## config.mk

```make
export PLATFORM = sky130hd
export DESIGN_NAME = seq_det_ctrl
export DESIGN_NICKNAME = d
export VERILOG_FILES = /design/src/rtl/seq_det_pkg.sv /design/src/rtl/seq_det_core.sv /design/src/rtl/seq_det_ctrl.sv
export SDC_FILE = /design/constraint.sdc
export NUM_CORES = 1
export LEC_CHECK = 0
export CORE_MARGIN = 2
export CORE_UTILIZATION = 36
export CTS_BUF_LIST = sky130_fd_sc_hd__clkbuf_16
export CTS_CLUSTER_SIZE = 30
export DETAILED_ROUTE_END_ITERATION = 8
export GPL_TIMING_DRIVEN = 0
export PLACE_DENSITY = 0.56
export SLEW_MARGIN = 20
export SYNTH_ARGS = -nofsm -noshare
export SYNTH_HDL_FRONTEND = slang
export SYNTH_SLANG_ARGS = --single-unit
```

## constraint.sdc

```tcl
create_clock -name clk -period 2.55 [get_ports clk]
set_input_delay 0.255 -clock clk [delete_from_list [all_inputs] [get_ports clk]]
set_output_delay 0.255 -clock clk [all_outputs]
set_load 0.005 [all_outputs]
```

## src/rtl/seq_det_pkg.sv

```systemverilog
// Shared types and default sizing for the serial pattern detector.
package seq_det_pkg;

   localparam int MAX_LEN_DEF = 8;
   localparam int CNT_W_DEF   = 8;

   typedef enum logic [1:0] {
      IDLE = 2'd0,
      RUN  = 2'd1,
      DONE = 2'd2
   } state_t;

endpackage

```

## src/rtl/seq_det_core.sv

```systemverilog
// Bit history, bits-seen counter and pattern compare; hit is combinational on the current bit.
// No backpressure: shifts whenever shift is high, clr wins over shift.
module seq_det_core
   import seq_det_pkg::*;
#(
   parameter int MAX_LEN = MAX_LEN_DEF
) (
   input  logic                       clk,
   input  logic                       rstn,
   input  logic                       clr,
   input  logic                       shift,
   input  logic                       din,
   input  logic [MAX_LEN-1:0]         pat,
   input  logic [$clog2(MAX_LEN)-1:0] len,
   input  logic                       ovl,
   output logic                       hit
);

   localparam int SW = $clog2(MAX_LEN + 1);

   logic [MAX_LEN-1:0] hist;
   logic [MAX_LEN-1:0] hist_nxt;
   logic [MAX_LEN-1:0] mask;
   logic [SW-1:0]      seen;
   logic [SW-1:0]      seen_inc;
   logic [SW-1:0]      plen;

   assign plen     = SW'(len) + SW'(1);
   assign seen_inc = seen + SW'(1);
   assign hist_nxt = {hist[MAX_LEN-2:0], din};

   always_comb begin
      mask = '0;
      for (int i = 0; i < MAX_LEN; i++) begin
         mask[i] = (i < int'(plen));
      end
   end

   // seen_inc counts the bit being sampled this cycle.
   assign hit = shift && (seen_inc >= plen) && (((hist_nxt ^ pat) & mask) == '0);

   always_ff @(posedge clk or negedge rstn) begin
      if (!rstn) begin
         hist <= '0;
         seen <= '0;
      end else if (clr) begin
         hist <= '0;
         seen <= '0;
      end else if (shift) begin
         hist <= hist_nxt;
         if (hit && !ovl)
            seen <= '0;
         else if (seen_inc > plen)
            seen <= plen;
         else
            seen <= seen_inc;
      end
   end

endmodule

```

## src/rtl/seq_det_ctrl.sv

```systemverilog
// Run-controlled serial pattern detector: out pulses one cycle after the completing bit's edge.
// No backpressure; in_valid=0 freezes detection. SEQ_DET_OVERLAP_EN enables overlapping matches.
module seq_det_ctrl
   import seq_det_pkg::*;
#(
   parameter int MAX_LEN = MAX_LEN_DEF,
   parameter int CNT_W   = CNT_W_DEF
) (
   input  logic                       clk,
   input  logic                       rstn,
   input  logic                       cfg_we,
   input  logic [MAX_LEN-1:0]         cfg_pat,
   input  logic [$clog2(MAX_LEN)-1:0] cfg_len,
   input  logic                       cfg_ovl,
   input  logic [CNT_W-1:0]           cfg_target,
   input  logic                       start,
   input  logic                       abort,
   input  logic                       in_valid,
   input  logic                       in,
   output logic                       out,
   output logic                       busy,
   output logic                       done,
   output logic [CNT_W-1:0]           match_cnt
);

   localparam int LW = $clog2(MAX_LEN);

   state_t             state;
   state_t             state_nxt;
   logic [MAX_LEN-1:0] pat_q;
   logic [LW-1:0]      len_q;
   logic               ovl_q;
   logic               ovl_eff;
   logic [CNT_W-1:0]   target_q;
   logic [CNT_W-1:0]   cnt_nxt;
   logic [CNT_W-1:0]   cnt_inc;
   logic               out_nxt;
   logic               idle_or_done;
   logic               clr;
   logic               shift;
   logic               hit;

   assign idle_or_done = (state != RUN);
   assign clr          = idle_or_done && start && !abort;
   assign shift        = (state == RUN) && in_valid && !abort;
   assign cnt_inc      = (match_cnt == {CNT_W{1'b1}}) ? match_cnt : match_cnt + CNT_W'(1);

`ifdef SEQ_DET_OVERLAP_EN
   assign ovl_eff = ovl_q;
`else
   assign ovl_eff = ovl_q & 1'b0;
`endif

   // Configuration is frozen while a run is active.
   always_ff @(posedge clk or negedge rstn) begin
      if (!rstn) begin
         pat_q    <= '0;
         len_q    <= '0;
         ovl_q    <= 1'b0;
         target_q <= '0;
      end else if (idle_or_done && cfg_we) begin
         pat_q    <= cfg_pat;
         len_q    <= cfg_len;
         ovl_q    <= cfg_ovl;
         target_q <= cfg_target;
      end
   end

   seq_det_core #(
      .MAX_LEN (MAX_LEN)
   ) u_core (
      .clk   (clk),
      .rstn  (rstn),
      .clr   (clr),
      .shift (shift),
      .din   (in),
      .pat   (pat_q),
      .len   (len_q),
      .ovl   (ovl_eff),
      .hit   (hit)
   );

   always_comb begin
      state_nxt = state;
      cnt_nxt   = match_cnt;
      out_nxt   = 1'b0;
      case (state)
         IDLE, DONE: begin
            if (abort) begin
               state_nxt = IDLE;
            end else if (start) begin
               state_nxt = RUN;
               cnt_nxt   = '0;
            end
         end
         RUN: begin
            if (abort) begin
               state_nxt = IDLE;
            end else if (hit) begin
               out_nxt = 1'b1;
               cnt_nxt = cnt_inc;
               if ((target_q != '0) && (cnt_inc == target_q))
                  state_nxt = DONE;
            end
         end
         default: state_nxt = IDLE;
      endcase
   end

   always_ff @(posedge clk or negedge rstn) begin
      if (!rstn) begin
         state     <= IDLE;
         match_cnt <= '0;
         out       <= 1'b0;
      end else begin
         state     <= state_nxt;
         match_cnt <= cnt_nxt;
         out       <= out_nxt;
      end
   end

   assign busy = (state == RUN);
   assign done = (state == DONE);

endmodule

```

Word-level counts from Yosys, hierarchy flattened
Cells that the tools add are included.
{"block": "totals", "mem_bits_ro": 0, "inputBits": 27, "memories": 0, "mem_bits_rw": 0, "latchBits": 0, "register_bits": 41}
{"block": "op_classes", "n_div": 0, "mul": 0, "add_sub_neg": 3, "order_cmp": 10, "shift": 0, "bitwise": 2, "mux": 21, "n_reduce_logical": 17, "eq_ne": 12}
{"operator": "$mux 8", "n": 5}
{"operator": "$lt 3x4->1 const A", "n": 4}
{"operator": "$mux 4", "n": 4}
{"operator": "$pmux 8 s2", "n": 1}
{"operator": "$mux 7", "n": 2}
{"operator": "$mux 2", "n": 5}
{"operator": "$add 8x1->8 const B", "n": 1}
{"operator": "$and 8x8->8", "n": 1}
{"operator": "$eq 8x8->1", "n": 1}
{"operator": "$eq 8x8->1 const B", "n": 1}
{"operator": "$logic_and 1x1->1", "n": 8}
{"operator": "$logic_not 8->1", "n": 1}
{"operator": "$lt 1x4->1 const A", "n": 2}
{"operator": "$lt 2x4->1 const A", "n": 2}
{"operator": "$reduce_bool 8->1", "n": 1}
{"operator": "$xor 8x8->8", "n": 1}
{"operator": "$ne 2x2->1 const B", "n": 3}
{"operator": "$ne 3x2->1 const B", "n": 2}
{"operator": "$reduce_and 5->1", "n": 1}
{"operator": "$add 3x1->4 const B", "n": 1}
{"operator": "$add 4x1->4 const B", "n": 1}
{"operator": "$ge 4x4->1", "n": 1}
{"operator": "$gt 4x4->1", "n": 1}
{"operator": "$ne 2x1->1 const B", "n": 2}
{"operator": "other kinds (10)", "n": 13}

Logic depth before layout (Yosys ltp)
{"block": "depth", "depth_word": 8, "depth_mapped": 10, "depth_no_buf": 10}

Hierarchy
From an unflattened synthesis, not the netlist that was laid out.
{"block": "hier_totals", "hier_cells": 247, "hier_area_um2": 2499.9}
{"mod": "seq_det_ctrl", "cells_each": 149, "instances": 1, "area_each_um2": 1592.8}
{"mod": "seq_det_core", "cells_each": 98, "instances": 1, "area_each_um2": 907.1}

Least setup slack after synthesis
No wires, ideal clock.
{"block": "synth_timing", "path_type": "reg-to-reg", "startpoint": "register len_q[0]", "endpoint": "register u_core.seen[2]", "period_less_slack_ps": 2589, "path_stages_with_launch": 11, "path_slack_ps": -39, "setup_ps": 65, "n_path_buf": 0, "arrival_ps": 2524, "path_cell_list": "dfrtp_1 > inv_1 > ha_1 > ha_1 > nor2b_1 > a2bb2oi_1 > maj3_1 > a22oi_4 > mux2_2 > a21o_1 > nand2_1"}
{"block": "synth_via", "elab_chain_len": 8, "elab_cells_between_ends": 19}
{"item": "from (decl)", "line_no": "seq_det_ctrl.sv:31", "rtl": "logic [LW-1:0] len_q;"}
{"item": "from (signal assigned)", "line_no": "seq_det_ctrl.sv:63", "rtl": "len_q <= cfg_len;"}
{"item": "$add 3x1->4 (*)", "line_no": "seq_det_core.sv:28", "rtl": "assign plen = SW'(len) + SW'(1);"}
{"item": "$lt 1x4->1, or another cell as far along", "line_no": "seq_det_core.sv:35", "rtl": "mask[i] = (i < int'(plen));"}
{"item": "$and 8x8->8", "line_no": "seq_det_core.sv:40", "rtl": "assign hit = shift && (seen_inc >= plen) && (((hist_nxt ^ pat) & mask) == '0);"}
{"item": "$logic_not 8->1", "line_no": "seq_det_core.sv:40"}
{"item": "$logic_and 1x1->1", "line_no": "seq_det_core.sv:40"}
{"item": "$mux 4 (*)", "line_no": "seq_det_core.sv:51", "rtl": "if (hit && !ovl)"}
{"item": "$mux 4 (*)", "line_no": "seq_det_core.sv:49", "rtl": "end else if (shift) begin"}
{"item": "$mux 4 (*)", "line_no": "seq_det_core.sv:46", "rtl": "end else if (clr) begin"}
{"item": "to (signal assigned)", "line_no": "seq_det_core.sv:54", "rtl": "seen <= plen;"}
{"item": "to (signal assigned)", "line_no": "seq_det_core.sv:56", "rtl": "seen <= seen_inc;"}
{"item": "to (decl)", "line_no": "seq_det_core.sv:24", "rtl": "logic [SW-1:0] seen;"}
Every way passes the cells marked *; elsewhere a longest branch is shown, timed or not. The select of a mux whose other input is x is not followed.
A chain may end at the register's enable or synchronous reset.

Final worst setup path
Same ends and word-level chain as after synthesis.

==> reports/results.txt <==
Die Y: 86.43 um
met3 wire len: 174 um
fin crit share: 94.94%
CP startpoint kind: register
WP data required: 2.77 ns
clk buf depth: 2
Max Used Layer: met4
Row Count: 30
Clock Tree Root: clkbuf_16
post-route ant nets: 0
Post-synth EDFFs: 0
top cell type's share of synthesized area: 41.94%
register area share after synthesis: 41.94%
Reg clk slew, reported paths: 0.06 ns
Synth Area in XOR/XNOR: 7.519%
Max VDD drop: 0.0003445 V
hpwl dp: 3999 um
Crit Path Class: reg -> reg
power share of the combinational group: 31.4%
status: finished, final reports clean
Final Slew Violations: 0
switching power: 634.1 uW
Overflow after GRT: 0
RSZ-0062 raised after global routing: no
Yosys warnings: 0
Simple-Gate Fraction of Synth Area: 14.12%
ys async rst share: 100.0%
placed insts: 347
Synth cell types: 52
dpl ws: -0.2018 ns
area leader, netlist: dfrtp_1
ANT cells: 0
fin nets: 311
max-cap viol count: 0
sequential share of power: 38.6%
CORE AREA: 0.006681 mm2
R2R depth: 10
vias in the first global route: 1866
total track usage: 15.74%
internal power: 1.426 mW
first-pass GRT wire length: 9308 um
TritonCTS Buffers: 5
clk_lat worst skew: 0.28 ns
Gate Count Post-Synth: 230
Lkg Pwr: 1.279 nW
CTS sink cnt: 41
final setup margin: 0.1290 ns
CP Launch Point: len_q[0]
synthesized cell area: 0.002446 mm2
Commonest cells post-synth: dfrtp_1, mux2_2, nand2_1
DRC: 0
Rel. slew slack: 63.06%
top post-synthesis cells by area: dfrtp_1, mux2_2, xnor2_1
GPL Wtd Cong: 0.8420
WL/cell: 14.97 um
count leader, synth: dfrtp_1
Post-Synth Adder-Cell Area: 4.450%
Setup Viol. Count Final: 0
initial antenna violation count: 0
CTS tree: done
Mapped Avg Cell Area: 10.64 um2
Primary FF master, synth: dfrtp_1
final hold violations: 0
worst-path maximum fanout: 6
DR pass1 iterations: 4
wl on met1: 2728 um
met2 WL: 2432 um
min-delay worst type: in -> async
post-synthesis net count: 264
Clock power frac: 30.0%
max frequency: 413.0 MHz
Clock Skew: 0.004653 ns
share of cells above drive strength 1: 20.86%
Worst Setup End Kind: register
Synth-to-Final Area Change: 28.49%
main combinational cell family by area after synthesis: compound AO/OA/AOI/OAI gates
Die Width: 86.43 um
mux contribution to synthesized area: 10.08%
initial core utilization: 36.61%
Routed WL: 5360 um
H-Tree Depth: 2
CP Data Arrival Time: 2.64 ns
worst-margin pin slew: 0.5541 ns
port bufs: 36
Synth Area in Compound Gates: 18.98%
vias per cell: 5.291
pin count of the biggest net entering global routing: 30
IO Pins: 38
Layout Cells excl Fill: 358
DR vias: 1894
Net Sw Frac: 30.78%
initial drt markers: 100
DIE AREA: 0.007470 mm2
#FFs+latches synth: 41
R2R Setup Slk: 0.13 ns
reg2reg start: len_q[0]
Power Dens Cells: 655.4 mW/mm2
min Tclk post-route: 2.421 ns
Worst R2R End: u_core.seen[2]
-- state kept, by name, indices dropped and copies added, names as in the netlist --
| register | cells |
|---|---|
| u_core.seen | 4 |
| len_q | 3 |
| match_cnt | 8 |
| out | 1 |
| state | 2 |
| u_core.hist | 7 |
| target_q | 8 |
| pat_q | 8 |
-- logic make-up (layout without fill, tap and decap cells) --
kind of cell	count (synthesis)	count (layout)
AND/OR/NAND/NOR	62	62
AO/OA/AOI/OAI	59	59
flip-flops	41	41
multiplexers	22	22
XOR/XNOR	21	21
buffers and inverters	16	64
adder cells (fa/ha/maj)	9	9
-- metal layers --
| metal | global-route usage [%] | vias up |
|---|---|---|
| li1 | - | 939 |
| met1 | 22.62 | 921 |
| met2 | 24.13 | 32 |
| met3 | 3.333 | 2 |
| met4 | 4.119 | 0 |
| met5 | 0 | - |
-- timing repair --
action,4_1_cts,5_1_grt
pin swaps,2,0
setup endpoints to repair,8,13
cloned,0,0
endpoints found under the hold margin,12,0
hold buffers,1,0
setup buffers,1,1
gates resized for setup,3,6
-- cell usage in the layout, fill, tap and decap left out, drive strengths merged, types with 4 or more instances in the layout --
cell / instances
ha: 7
buf: 8
and2: 4
a21oi: 14
xor2: 7
nand2b: 4
nand3: 7
mux2: 21
clkdlybuf4s50: 35
xnor2: 14
inv: 8
nand2: 15
nor2b: 4
a31oi: 7
dfrtp: 41
nor2: 8
and3: 4
clkbuf: 9
o21ai: 11
a22o: 10
-- stage by stage --
step           TNS (ns)  util (%)  power, mW  hold slack, ns  cell area [um2]
2_1_floorplan         0         -      1.235        -0.04059             2459
3_3_place_gp    -0.4834     43.69      1.387          0.5051             2919
3_5_place_dp    -0.8292     43.91      1.398          0.1867             2934
4_1_cts               0     46.46      2.054          0.4163             3104
5_1_grt               0     47.04      2.202          0.4420             3143
6_report              0     47.04      2.060          0.4103             3143
-- power groups by stage --
stage	clock (mW)	sequential [mW]	combinational (mW)
global placement	0	0.801	0.586
CTS	0.645	0.791	0.618
detailed placement	0	0.802	0.596
floorplan	0	0.780	0.455
global route	0.669	0.806	0.727
finish	0.617	0.795	0.648
-- worst max-delay path, cell delays in order (launching register included) --
cell       delay, ns
dfrtp_2         0.42
inv_2           0.07
ha_4            0.30
ha_4            0.21
nor2b_1         0.12
a2bb2oi_1       0.12
maj3_1          0.39
a22oi_4         0.16
mux2_2          0.35
a21o_1          0.16
nand2_1         0.06
-- worst max path at each step --
stage	depth (start not counted)	endpoint	slack (ns)
6_report	10	u_core.seen[2]	0.13
5_1_grt	10	u_core.seen[2]	0.01
4_1_cts	9	u_core.seen[2]	0.009
3_5_place_dp	10	u_core.seen[2]	-0.20
3_3_place_gp	10	u_core.seen[2]	-0.16
2_1_floorplan	10	u_core.seen[2]	0.0005
-- layout make-up --
class                           instances  area (um2)
Timing Repair Buffer                   40       400.4
Tap cell                               80       100.1
Inverter                                8       30.03
Clock buffer                            5       125.1
Multi-Input combinational cell        173        1396
Buffer                                  8       41.29
Fill cell                             653        3538
Clock inverter                          3       18.77
Sequential cell                        41        1031
Note: power is estimated with default switching activity, not from simulation.
==> variant, RTL diff (same flow settings) <==
The 3 states of `state_t` get a one-hot encoding in 3 bits.
--- a/src/rtl/seq_det_pkg.sv
+++ b/src/rtl/seq_det_pkg.sv
@@ -6,6 +6,6 @@
 
-   typedef enum logic [1:0] {
-      IDLE = 2'd0,
-      RUN  = 2'd1,
-      DONE = 2'd2
+   typedef enum logic [2:0] {
+      IDLE = 3'b001,
+      RUN  = 3'b010,
+      DONE = 3'b100
    } state_t;
Check against the original RTL: same outputs for any inputs over 4 cycles, from zero or initial values and one cycle with rstn low; so few cycles prove little.
==> variant against the unedited design <==
  * Total power fell by 17%
  * Final cell count rose by 2.5%
  * Setup slack got worse by 0.10 ns
  * Final area rose by 5.5%
  * Highest routed layer unchanged
  * Sequential share of layout area fell by 0.90 points
  * Area after synthesis fell by 0.26%
  * Sequential cell count rose by 1
  * Routed wire length rose by 1.6%
  * First-iteration DRC count rose by 1.0%
  * Count of clock-buffer cells in the layout did not move
==> variant: results (changes against the unedited design) <==
Syn Nets: 261 (was 264)
Syn. warnings: 0 (unchanged)
routed vias: 1,962 (was 1,894)
Worst EP arrival: 2.69 ns (was 2.64 ns)
fillcell total: 631 (was 653)
VDD IR max: 394.5 uV (was 344.5 uV)
initial antenna violation count: 0 (unchanged)
GRT Util Overall: 15.72% (was 15.74%)
H-tree depth: 2 (unchanged)
R2R setup slack: 0.03 ns (was 0.13 ns)
CTS clk-pin slew, worst paths: 0.06 ns (about the same)
Worst Max-Slew Pin Slew: 0.5554 ns (was 0.5541 ns)
Pleak: 1.412 nW (was 1.279 nW)
Hold WC Path Type: in -> async (unchanged)
CTS Root Cell: clkbuf_16 (unchanged)
layout cells sized above 1: 25.78% (was 20.86%)
Reg2Reg Capture Point: state[1] (was u_core.seen[2])
Total Nets Final: 320 (was 311)
port bufs: 36 (unchanged)
vias in the first global route: 1,861 (was 1,866)
Initial DRC Count: 101 (was 100)
status: complete, no violations (unchanged)
worst r2r src: len_q[0] (unchanged)
post-synthesis sequential area ratio: 43.13% (was 41.94%)
Initial DRT Pass Iterations: 4 (unchanged)
CTS buffer count: 5 (unchanged)
top cells by area, synth: dfrtp_1 (42%), mux2_2 (9.2%), xnor2_1 (5.4%) (was dfrtp_1 (42%), mux2_2 (9.2%), xnor2_1 (5.0%))
post-DP HPWL: 3981 um (was 3999 um)
area of placed instances: 2949 sq um (was 2934 sq um)
gpl congestion: 0.7939 (was 0.8420)
most used flip-flop cell after synthesis: dfrtp_1 (unchanged)
worst r2r path cells: 8 (was 10)
clk_skew: 0.008318 ns (was 0.004653 ns)
first-pass GRT wire length: 9259 um (was 9308 um)
biggest regs: match_cnt x8, pat_q x8, target_q x8 (unchanged)
largest net degree at the start of global routing: 28 (was 30)
worst skew pair latency: 0.28 ns (about the same)
n_diodes: 0 (unchanged)
CP Max Fanout: 7 (was 6)
Max Cap Viol: 0 (unchanged)
ys async rst share: 100.0% (unchanged)
Post-synth top cells: dfrtp_1 (41), mux2_2 (20), xnor2_1 (15) (was dfrtp_1 (41), mux2_2 (20), nand2_1 (15))
routed len/inst: 14.83 um (was 14.97 um)
Synth cell types: 57 (was 52)
CTS max path bufs: 2 (unchanged)
-- variant: changes by cell type after synthesis, moves of 3 or more --
cell / unedited run / this run
a31oi_1: 6 / 3
nor2_1: 8 / 11
mux2i_1: 1 / 7
nand2_1: 15 / 11
a21oi_2: 5 / 0
-- variant: stage by stage --
stage | setup slack (ns) | utilization (%) | std cells | hold slack (ns)
final | 0.02874 | 49.61 | 367 | 0.4348
after CTS | 0.004528 | 47.53 | 360 | 0.4498
after detailed placement | -0.3655 | 44.14 | 344 | 0.2141
after global placement | -0.3402 | 43.91 | 343 | 0.5118
after global routing | -0.03748 | 49.61 | 367 | 0.4833
after floorplan | 0.03245 | - | 227 | -0.04059
-- variant: worst max-delay path by stage --
stage / endpoint / slack [ns] / start
3_3_place_gp: match_cnt[0] / -0.34 / len_q[0]
4_1_cts: u_core.seen[0] / 0.005 / len_q[1]
3_5_place_dp: match_cnt[6] / -0.37 / len_q[0]
5_1_grt: u_core.seen[0] / -0.04 / len_q[0]
6_report: state[1] / 0.03 / len_q[0]
2_1_floorplan: match_cnt[0] / 0.03 / len_q[0]
-- variant: layout make-up --
type	instances	area share (%)
Clock buffer	5	3.775
Clock inverter	3	0.3775
Tap cell	80	3.020
Sequential cell	42	31.90
Timing Repair Buffer	52	14.80
Inverter	9	1.170
Buffer	7	1.472
Multi-Input combinational cell	169	43.49
-- variant: metal layers --
metal  vias up  part of all wire, %  GRT usage [%]
met4         0                  1.2          4.261
met5         -                    0              0
met1       955                   50          23.66
met3         7                  3.0          2.952
met2        34                   45          23.08
li1        966                    -              -
-- variant: where the power goes --
part           switching (mW)  internal, mW
sequential             0.0420         0.707
clock                   0.254         0.354
combinational           0.155         0.200
total                   0.451          1.26
-- variant: worst max-delay path, cell delays in order (launching register included) --
cell	delay, ns
dfrtp_2	0.42
inv_2	0.06
ha_4	0.30
and3b_1	0.16
a311oi_1	0.04
o41a_1	0.35
or4_1	0.56
buf_6	0.16
o311a_1	0.33
-- variant: cells by family (layout without fill, tap and decap cells) --
| group | Yosys count | after routing | share of synthesized area [%] |
|---|---|---|---|
| xor+xnor | 20 | 20 | 7.180 |
| simple gates | 60 | 60 | 13.44 |
| flops | 42 | 42 | 43.13 |
| fa+ha+maj | 8 | 8 | 4.000 |
| buf+inv | 16 | 76 | 3.333 |
| compound gates | 53 | 53 | 16.21 |
| mux | 28 | 28 | 12.72 |
-- variant: repair_timing --
item,CTS,global route
gates cloned,0,0
endpoints found under the setup margin,14,12
buffers inserted,7,7
resized for setup,6,16
hold buffers,1,0
hold endpoints to repair,14,0
pin swaps,3,4
